### src/rtl/hsiao_secded_codec.sv
// Hsiao SECDED encoder/decoder pair with saturating error statistics.
// The encoder appends parity in the codeword MSBs. The decoder corrects
// single-bit errors and flags uncorrectable ones. Every output is registered.
module hsiao_secded_codec #(
   parameter int DataWidth = 32,
   parameter int CntWidth  = 16,
   localparam int ProtWidth = $clog2(DataWidth) + 2,
   localparam int CodeWidth = DataWidth + ProtWidth
) (
   input  logic                 clk_i,
   input  logic                 rst_ni,
   // encoder
   input  logic                 enc_valid_i,
   input  logic [DataWidth-1:0] enc_data_i,
   output logic                 enc_valid_o,
   output logic [CodeWidth-1:0] enc_code_o,
   // decoder
   input  logic                 dec_valid_i,
   input  logic [CodeWidth-1:0] dec_code_i,
   output logic                 dec_valid_o,
   output logic [DataWidth-1:0] dec_data_o,
   output logic [ProtWidth-1:0] dec_syndrome_o,
   output logic [1:0]           dec_err_o,
   // statistics
   input  logic                 cnt_clear_i,
   output logic [CntWidth-1:0]  cnt_ce_o,
   output logic [CntWidth-1:0]  cnt_ue_o
);

   // ------------------------------------------------------------------
   // Elaboration-time construction of the H matrix
   // ------------------------------------------------------------------

   // Number of set bits in a small non-negative integer.
   function automatic int popcount(input int v);
      int c;
      c = 0;
      for (int b = 0; b < 31; b++) begin
         c += (v >> b) & 1;
      end
      return c;
   endfunction

   // Data columns: odd weights >= 3 in ascending weight and value, then
   // even weights >= 2 if the odd ones run out. Unit vectors are never
   // picked, so they stay reserved for the parity bits.
   function automatic logic [DataWidth*ProtWidth-1:0] gen_cols();
      logic [DataWidth*ProtWidth-1:0] cols;
      int idx;
      cols = '0;
      idx  = 0;
      for (int pass = 0; pass < 2; pass++) begin
         for (int w = (pass == 0) ? 3 : 2; w <= ProtWidth; w += 2) begin
            for (int v = 1; v < (1 << ProtWidth); v++) begin
               if (popcount(v) == w && idx < DataWidth) begin
                  cols[idx*ProtWidth +: ProtWidth] = v[ProtWidth-1:0];
                  idx++;
               end
            end
         end
      end
      return cols;
   endfunction

   // Transpose the columns into one data-bit mask per parity row.
   function automatic logic [ProtWidth*DataWidth-1:0] gen_rows(
      input logic [DataWidth*ProtWidth-1:0] cols
   );
      logic [ProtWidth*DataWidth-1:0] rows;
      rows = '0;
      for (int j = 0; j < ProtWidth; j++) begin
         for (int i = 0; i < DataWidth; i++) begin
            rows[j*DataWidth + i] = cols[i*ProtWidth + j];
         end
      end
      return rows;
   endfunction

   localparam logic [DataWidth*ProtWidth-1:0] HCols = gen_cols();
   localparam logic [ProtWidth*DataWidth-1:0] HRows = gen_rows(HCols);

   // ------------------------------------------------------------------
   // Datapath helpers
   // ------------------------------------------------------------------

   // Parity bit j is the XOR of the data bits selected by row j.
   function automatic logic [ProtWidth-1:0] calc_parity(
      input logic [DataWidth-1:0] d
   );
      logic [ProtWidth-1:0] p;
      for (int j = 0; j < ProtWidth; j++) begin
         p[j] = ^(d & HRows[j*DataWidth +: DataWidth]);
      end
      return p;
   endfunction

   // Counter increment that sticks at all-ones instead of wrapping.
   function automatic logic [CntWidth-1:0] sat_inc(
      input logic [CntWidth-1:0] v
   );
      return (v == {CntWidth{1'b1}}) ? v : v + 1'b1;
   endfunction

   // ------------------------------------------------------------------
   // Register state
   // ------------------------------------------------------------------
   logic                 enc_valid_q, enc_valid_d;
   logic [CodeWidth-1:0] enc_code_q,  enc_code_d;
   logic                 dec_valid_q, dec_valid_d;
   logic [DataWidth-1:0] dec_data_q,  dec_data_d;
   logic [ProtWidth-1:0] dec_syn_q,   dec_syn_d;
   logic [1:0]           dec_err_q,   dec_err_d;
   logic [CntWidth-1:0]  cnt_ce_q,    cnt_ce_d;
   logic [CntWidth-1:0]  cnt_ue_q,    cnt_ue_d;

   // Decoder combinational intermediates
   logic [ProtWidth-1:0] dec_par_in;
   logic [DataWidth-1:0] dec_data_in;
   logic [ProtWidth-1:0] syn;
   logic [DataWidth-1:0] flip;
   logic                 syn_is_unit;
   logic                 err_ce;
   logic                 err_ue;

   // Encoder next state: capture a new codeword only when valid.
   always_comb begin
      enc_valid_d = enc_valid_i;
      enc_code_d  = enc_code_q;
      if (enc_valid_i) begin
         enc_code_d = {calc_parity(enc_data_i), enc_data_i};
      end
   end

   // Syndrome evaluation and classification of the received codeword.
   always_comb begin
      dec_par_in  = dec_code_i[CodeWidth-1 -: ProtWidth];
      dec_data_in = dec_code_i[DataWidth-1:0];
      syn         = dec_par_in ^ calc_parity(dec_data_in);
      flip        = '0;
      for (int i = 0; i < DataWidth; i++) begin
         flip[i] = (syn == HCols[i*ProtWidth +: ProtWidth]);
      end
      // A unit-vector syndrome means the error sits in a parity bit.
      syn_is_unit = (syn != '0) && ((syn & (syn - 1'b1)) == '0);
      err_ce      = (|flip) || syn_is_unit;
      err_ue      = (syn != '0) && !err_ce;
   end

   // Decoder output and counter next state; clear beats increment.
   always_comb begin
      dec_valid_d = dec_valid_i;
      dec_data_d  = dec_data_q;
      dec_syn_d   = dec_syn_q;
      dec_err_d   = dec_err_q;
      cnt_ce_d    = cnt_ce_q;
      cnt_ue_d    = cnt_ue_q;
      if (dec_valid_i) begin
         dec_data_d = dec_data_in ^ flip;
         dec_syn_d  = syn;
         dec_err_d  = {err_ue, err_ce};
         if (err_ce) begin
            cnt_ce_d = sat_inc(cnt_ce_q);
         end
         if (err_ue) begin
            cnt_ue_d = sat_inc(cnt_ue_q);
         end
      end
      if (cnt_clear_i) begin
         cnt_ce_d = '0;
         cnt_ue_d = '0;
      end
   end

   // State registers; reset clears everything and drops in-flight words.
   always_ff @(posedge clk_i) begin
      if (!rst_ni) begin
         enc_valid_q <= 1'b0;
         enc_code_q  <= '0;
         dec_valid_q <= 1'b0;
         dec_data_q  <= '0;
         dec_syn_q   <= '0;
         dec_err_q   <= '0;
         cnt_ce_q    <= '0;
         cnt_ue_q    <= '0;
      end else begin
         enc_valid_q <= enc_valid_d;
         enc_code_q  <= enc_code_d;
         dec_valid_q <= dec_valid_d;
         dec_data_q  <= dec_data_d;
         dec_syn_q   <= dec_syn_d;
         dec_err_q   <= dec_err_d;
         cnt_ce_q    <= cnt_ce_d;
         cnt_ue_q    <= cnt_ue_d;
      end
   end

   assign enc_valid_o    = enc_valid_q;
   assign enc_code_o     = enc_code_q;
   assign dec_valid_o    = dec_valid_q;
   assign dec_data_o     = dec_data_q;
   assign dec_syndrome_o = dec_syn_q;
   assign dec_err_o      = dec_err_q;
   assign cnt_ce_o       = cnt_ce_q;
   assign cnt_ue_o       = cnt_ue_q;

endmodule

### config.mk
export PLATFORM = sky130hd
export DESIGN_NAME = hsiao_secded_codec
export DESIGN_NICKNAME = d
export VERILOG_FILES = /design/src/rtl/hsiao_secded_codec.sv
export SDC_FILE = /design/constraint.sdc
export NUM_CORES = 1
export LEC_CHECK = 0
export CORE_MARGIN = 5
export CORE_UTILIZATION = 35
export CTS_CLUSTER_SIZE = 30
export DETAILED_ROUTE_END_ITERATION = 8
export HOLD_SLACK_MARGIN = 0.15
export SLEW_MARGIN = 5
export SYNTH_ARGS = -nofsm -noshare
export SYNTH_HDL_FRONTEND = slang
export SYNTH_SLANG_ARGS = --single-unit
### constraint.sdc
create_clock -name clk_i -period 4.2 [get_ports clk_i]
set_input_delay 0.84 -clock clk_i [delete_from_list [all_inputs] [get_ports clk_i]]
set_output_delay 0.84 -clock clk_i [all_outputs]
set_load 0.005 [all_outputs]
==> results of run 1 <==
## synthesized netlist by cell type, types with 11 or more instances
cell type and count:
nand4_1 15, nor2_1 104, clkbuf_1 27, or4_1 11, xnor2_1 112, dfxtp_1 114, a211oi_1 36, a21oi_1 25
or3_1 27, xor2_1 36, nand2_1 43, nand3_1 19, o21ai_0 25, mux2i_1 39, nor3_1 14
## sequential cells by signal, indices dropped and copies added, names as in the netlist
name            cells
dec_valid_o         1
cnt_ce_o           16
cnt_ue_o           16
dec_syndrome_o      7
enc_valid_o         1
enc_code_o         39
dec_err_o           2
dec_data_o         32
## power breakdown
group	switching, mW	total, mW	leakage, nW	internal, mW
combinational	1.63	3.47	2.96	1.84
clock	0.568	1.52	0.286	0.956
sequential	0.0516	1.23	0.938	1.17
## worst max-delay path, delay by kind of cell
family          cells  cell delay (ps)
compound gates      3              690
xor+xnor            4             1050
buf+inv             5             1130
mux                 1              160
simple gates        3              570
## worst min path at each step
| stage | start | endpoint | slack (ps) |
|---|---|---|---|
| after floorplan | dec_err_o[1]$_SDFFE_PN0P_ | dec_err_o[1]$_SDFFE_PN0P_ | 450 |
| after global placement | dec_syndrome_o[4]$_SDFFE_PN0P_ | dec_syndrome_o[4]$_SDFFE_PN0P_ | 450 |
| after detailed placement | dec_err_o[1]$_SDFFE_PN0P_ | dec_err_o[1]$_SDFFE_PN0P_ | 450 |
| after CTS | dec_err_o[1]$_SDFFE_PN0P_ | dec_err_o[1]$_SDFFE_PN0P_ | 470 |
| after global routing | dec_data_o[12]$_SDFFE_PN0P_ | dec_data_o[12]$_SDFFE_PN0P_ | 490 |
| final | dec_err_o[1]$_SDFFE_PN0P_ | dec_err_o[1]$_SDFFE_PN0P_ | 460 |
## layout make-up
class	count	area, sq um	share of cell area, %
timing repair buffer	322	2950	27.18
clock inverter	14	176.4	1.625
clock buffer	18	439.2	4.046
inverter	6	22.52	0.2075
sequential	114	2282	21.03
tap	265	331.6	3.055
multi-input combinational	615	4652	42.86
## per-layer routing
| layer | GRT usage (%) | wire [microns] | up-vias |
|---|---|---|---|
| met5 | 0 | 0 | - |
| li1 | - | - | 3333 |
| met4 | 4.437 | 218 | 0 |
| met1 | 24.08 | 9679 | 3043 |
| met2 | 31.62 | 10550 | 181 |
| met3 | 6.592 | 1674 | 12 |
## placed cells by master, fill, tap and decap left out, types with 12 or more instances in the layout
master           count
or3_1               27
mux2i_1             39
clkdlybuf4s50_1    176
nand3_1             19
dfxtp_1            114
clkbuf_16           17
xnor2_1            101
nand2_1             43
nand4_1             15
xor2_1              34
nor2_1             102
nor3_1              14
a21oi_1             24
xnor2_2             12
buf_4              126
a211oi_1            33
o21ai_0             23
## cells by family (layout without fill, tap and decap cells)
logic type	Yosys count	after routing	share of synthesized area (%)
xor+xnor	167	167	24.92
compound gates	123	123	11.96
flops	114	114	33.06
simple gates	281	282	20.55
fa+ha+maj	2	2	0.3624
mux	41	41	5.980
buf+inv	47	360	3.171
## timing repair
item,4_1_cts,5_1_grt
resized for setup,5,51
setup buffers,0,14
pin swaps,1,20
setup endpoints to repair,21,31
cloned,0,1
hold endpoints to repair,0,0
==> results.cfg, run 1 <==
[logic_synthesis]
ys_types = 65
synth_edf_count = 0
ys.flop_type = dfxtp_1
yosys.area.top_type_share_pct = 33.06
synthesis.nets = 853
synth_seq_cells = 114
syn_inst = 775
synth_area_leaders = dfxtp_1 (33%), xnor2_1 (14%), mux2i_1 (5.7%)
synthArstFlopShare_pct = 0
synth_top_area_cell = dfxtp_1
synth_area_sq_um = 6904
syn_avg_cell_area_sq_um = 8.909
synth-seq-area-share_pct = 33.06
yosys_warnings = 0

[floorplan]
rows = 51
initial_core_util_pct = 35.47
die-area_sq_um = 22640
io_pins = 190
fp.coreArea_sq_um = 19460
die_y_microns = 150.5
die_w_microns = 150.5

[global_route]
grt_max_degree = 84
antenna_found_initial = 0
overflow = 0
grt_usage_pct = 19.13
grt_pass1_vias = 6440
grt_pass1_wl_microns = 34230

[sta]
hold_viol = 0
fmax_mhz = 242.2
period_share_pct = 98.30
setup_tns_ps = 0
worstMarginPinSlew_ps = 952.3
fin_worst_skew_ps = 4.610
slew_headroom_pct = 36.02
rsz0062_at_grt = true
setup_violations = 0
fin_ws_ps = 71.32
holdWs_ps = 461.2
min_period_ps = 4129
maxSlewViolCount = 0

[cells_and_area]
nets = 1154
drive_gt1_share_pct = 20.66
fillCellCount = 1779
final_cells = 1354
stdcell_area_sq_um = 10850
synthToLayoutAreaGrowth_pct = 57.21
fin_util_pct = 55.77
num_antenna_cells = 0

[clocking]
cts_max_level = 4
clock_insertion_delay_worst_skew_ps = 410
cts_tree = built
cts_root_buffer = clkbuf_16
ctsHoldBuffers = 0
clkSinkCount = 114
cts.reportedPaths.clkPinSlew_ps = 60
clock_path_buffers = 2
numCtsBuffers = 17

[worst_setup_path]
crit_arrival_ps = 4470
endpoint_kind = register
max_stage_delay_ps = 530
r2r_cells = 10
critPathKind = primary input to register
rrSetupSlack_ps = 1230
cp_max_fo = 31
crit_end = cnt_ue_o[5]$_SDFFE_PP0P_
crit_top_cell = buf_4
cp_slowest_cell = clkdlybuf4s50_1
crit_required_ps = 4540
reg2reg_to = cnt_ce_o[15]$_SDFFE_PP0P_
crit_start = dec_code_i[14]
path_cells = clkdlybuf4s50_1 -> xnor2_1 -> xnor2_1 -> buf_4 -> xnor3_2 -> xor2_4 -> buf_4 -> mux2_4 -> nor2_1 -> o311ai_1 -> o2111a_2 -> buf_4 -> nand2_2 -> buf_12 -> or4_1 -> a21oi_1
startpoint_type = primary input
reg2reg_from = cnt_ce_o[0]$_SDFFE_PP0P_

[placement]
io_buffer_count = 189
gp_congestion = 0.8873
postPlaceCellArea_sq_um = 9852
pre_cts_ws_ps = -544.5
dpl.hpwl_microns = 16730
placedCellCount = 1307

[power]
power_mw = 6.223
power_leakage_nw = 4.186
peakVddDrop_mv = 0.3973
pwr_density_cell_nw_per_um2 = 573.3

[route]
num_vias = 6569
routedWlPerCell_microns = 16.34
dr.pass1.iters = 4
postRouteAntennaNets = 0
routed_via_density = 4.852
drc = 0
routed_wl_microns = 22130
drtIter0Drc = 292

[run_status]
status = finished, final reports clean

[hold_path]
min_path_cells = 2
hold_path_class = register to register

[flow_run]
cap_violations = 0
Power figures use the tool's default switching activity.
==> run 2, diff against run 1 <==
PLACE_DENSITY_LB_ADDON = 0.3   (was unset)
==> run 2 against run 1 <==
Clock skew is 3.3 ps higher. Critical path type unchanged. Count of clock-buffer cells in the layout increased by 1. Hold slack better by 2.7 ps. Critical endpoint is now cnt_ue_o[4]$_SDFFE_PP0P_. Highest routed layer unchanged. Clock power is essentially flat. Largest cell class unchanged. Non-clock buffer count up 3. Sequential power about the same. Global-route usage increased by 0.17 points.
==> results.cfg, run 2 (synthesized netlist as in run 1, its figures left out) <==
[floorplan]
die_y_microns = 150.5
die-area_sq_um = 22640
initial_core_util_pct = 35.47
die_w_microns = 150.5
fp.coreArea_sq_um = 19460
io_pins = 190
rows = 51

[clocking]
cts_tree = built
clock_insertion_delay_worst_skew_ps = 420
cts.reportedPaths.clkPinSlew_ps = 60
clkSinkCount = 114
cts_root_buffer = clkbuf_16
cts_max_level = 4
numCtsBuffers = 17
clock_path_buffers = 2

[cells_and_area]
fillCellCount = 1755
nets = 1157
final_cells = 1356
mostFrequentLayoutCells = clkdlybuf4s50_1 (175), buf_4 (135), dfxtp_1 (114)
stdcell_area_sq_um = 10790
num_antenna_cells = 0
mostFrequentLayoutCell = clkdlybuf4s50_1
synthToLayoutAreaGrowth_pct = 56.25
fin_util_pct = 55.43
drive_gt1_share_pct = 20.35
largest_reg_flops = 39

[power]
peakVddDrop_mv = 0.3482
p_int_mw = 3.912
power_mw = 6.110
p_switching_mw = 2.198
comb_power_share_pct = 55.5
seqPwrFrac_pct = 20.1
pwr_density_cell_nw_per_um2 = 566.4
swShare_pct = 35.97
clkPwrFrac_pct = 24.5
power_leakage_nw = 4.171

[worst_setup_path]
critPathKind = primary input to register
reg2reg_to = cnt_ce_o[15]$_SDFFE_PP0P_
crit_arrival_ps = 4430
reg2reg_from = cnt_ce_o[0]$_SDFFE_PP0P_
crit_required_ps = 4560
cp_max_fo = 7
endpoint_kind = register
startpoint_type = primary input
crit_start = dec_code_i[10]
rrSetupSlack_ps = 1260
r2r_cells = 10

[flow_run]
cap_violations = 0

[placement]
postPlaceCellArea_sq_um = 9829
pre_cts_ws_ps = -636.0
gp_congestion = 0.9305
io_buffer_count = 189
placedCellCount = 1309
dpl.hpwl_microns = 16600

[route]
dr.pass1.iters = 5
routed_wl_microns = 21990
postRouteAntennaNets = 0
num_vias = 6696
routed_via_density = 4.938
drc = 0
routedWlPerCell_microns = 16.22
drtIter0Drc = 306

[sta]
hold_viol = 0
setup_tns_ps = 0
setup_violations = 0
slew_headroom_pct = 39.79
worstMarginPinSlew_ps = 903.1
fin_worst_skew_ps = 7.882
min_period_ps = 4076
holdWs_ps = 464.0
period_share_pct = 97.05
fin_ws_ps = 124.0
fmax_mhz = 245.3
maxSlewViolCount = 0

[hold_path]
min_path_cells = 2
hp-start = dec_err_o[1]$_SDFFE_PN0P_
hold_path_class = register to register
min_to = dec_err_o[1]$_SDFFE_PN0P_

[global_route]
grt_max_degree = 83
overflow = 0
antenna_found_initial = 0
grt_pass1_vias = 6577
grt_usage_pct = 19.30
grt_pass1_wl_microns = 34380

[run_status]
status = finished, final reports clean
[run 2: cell types whose count changed in the layout (fill, tap and decap cells not counted), moves of 3 or more]
cell and delta:
buf_4 +9, buf_6 -4, inv_6 -4, dlymetal6s2s_1 +3
[run 2: worst max-delay path by stage]
stage,endpoint,slack [ps],depth (start not counted)
final,cnt_ue_o[4]$_SDFFE_PP0P_,120,15
after global routing,cnt_ue_o[7]$_SDFFE_PP0P_,-30,15
after CTS,cnt_ce_o[3]$_SDFFE_PP0P_,0.5,13
after detailed placement,cnt_ce_o[5]$_SDFFE_PP0P_,-640,13
after global placement,cnt_ue_o[4]$_SDFFE_PP0P_,-650,14
after floorplan,cnt_ce_o[12]$_SDFFE_PP0P_,470,12
[run 2: what timing repair did]
item / in CTS / in global routing
gates resized for setup: 8 / 37
pin swaps: 2 / 23
setup buffers: 0 / 15
setup endpoints to repair: 32 / 32
hold endpoints to repair: 0 / 0
hold buffers: 0 / 0
gates cloned: 0 / 1
[run 2: per-layer routing]
layer,vias to the layer above,wire [microns],global-route usage (%)
met4,0,381,6.450
met1,3119,9088,23.02
met3,23,1834,6.683
li1,3350,-,-
met5,-,0,0
met2,204,10690,32.45
[run 2: critical path, stage by stage]
cell and delay [ps]:
clkdlybuf4s50_1 470, buf_4 190, xnor2_4 150, xnor2_1 220
xnor3_2 530, xnor2_4 200, or2b_1 230, nor3_1 70
nor4_2 290, o2111a_2 280, buf_4 120, nand2_2 100
buf_4 180, or4_1 470, nand2_1 70
[run 2: layout make-up]
class	count	area, sq um	share of cell area (%)
Inverter	6	22.52	0.2088
Timing Repair Buffer	325	2942	27.27
Clock buffer	19	442.9	4.106
Clock inverter	12	158.9	1.473
Sequential cell	114	2282	21.16
Multi-Input combinational cell	615	4608	42.72
Tap cell	265	331.6	3.074
[run 2: power groups by stage]
stage | Clock, mW | Sequential [mW] | Combinational [mW]
2_1_floorplan | 0 | 1.25 | 1.66
3_3_place_gp | 0 | 1.25 | 2.97
3_5_place_dp | 0 | 1.25 | 2.99
4_1_cts | 1.53 | 1.23 | 3.04
5_1_grt | 1.59 | 1.24 | 3.63
6_report | 1.49 | 1.23 | 3.39
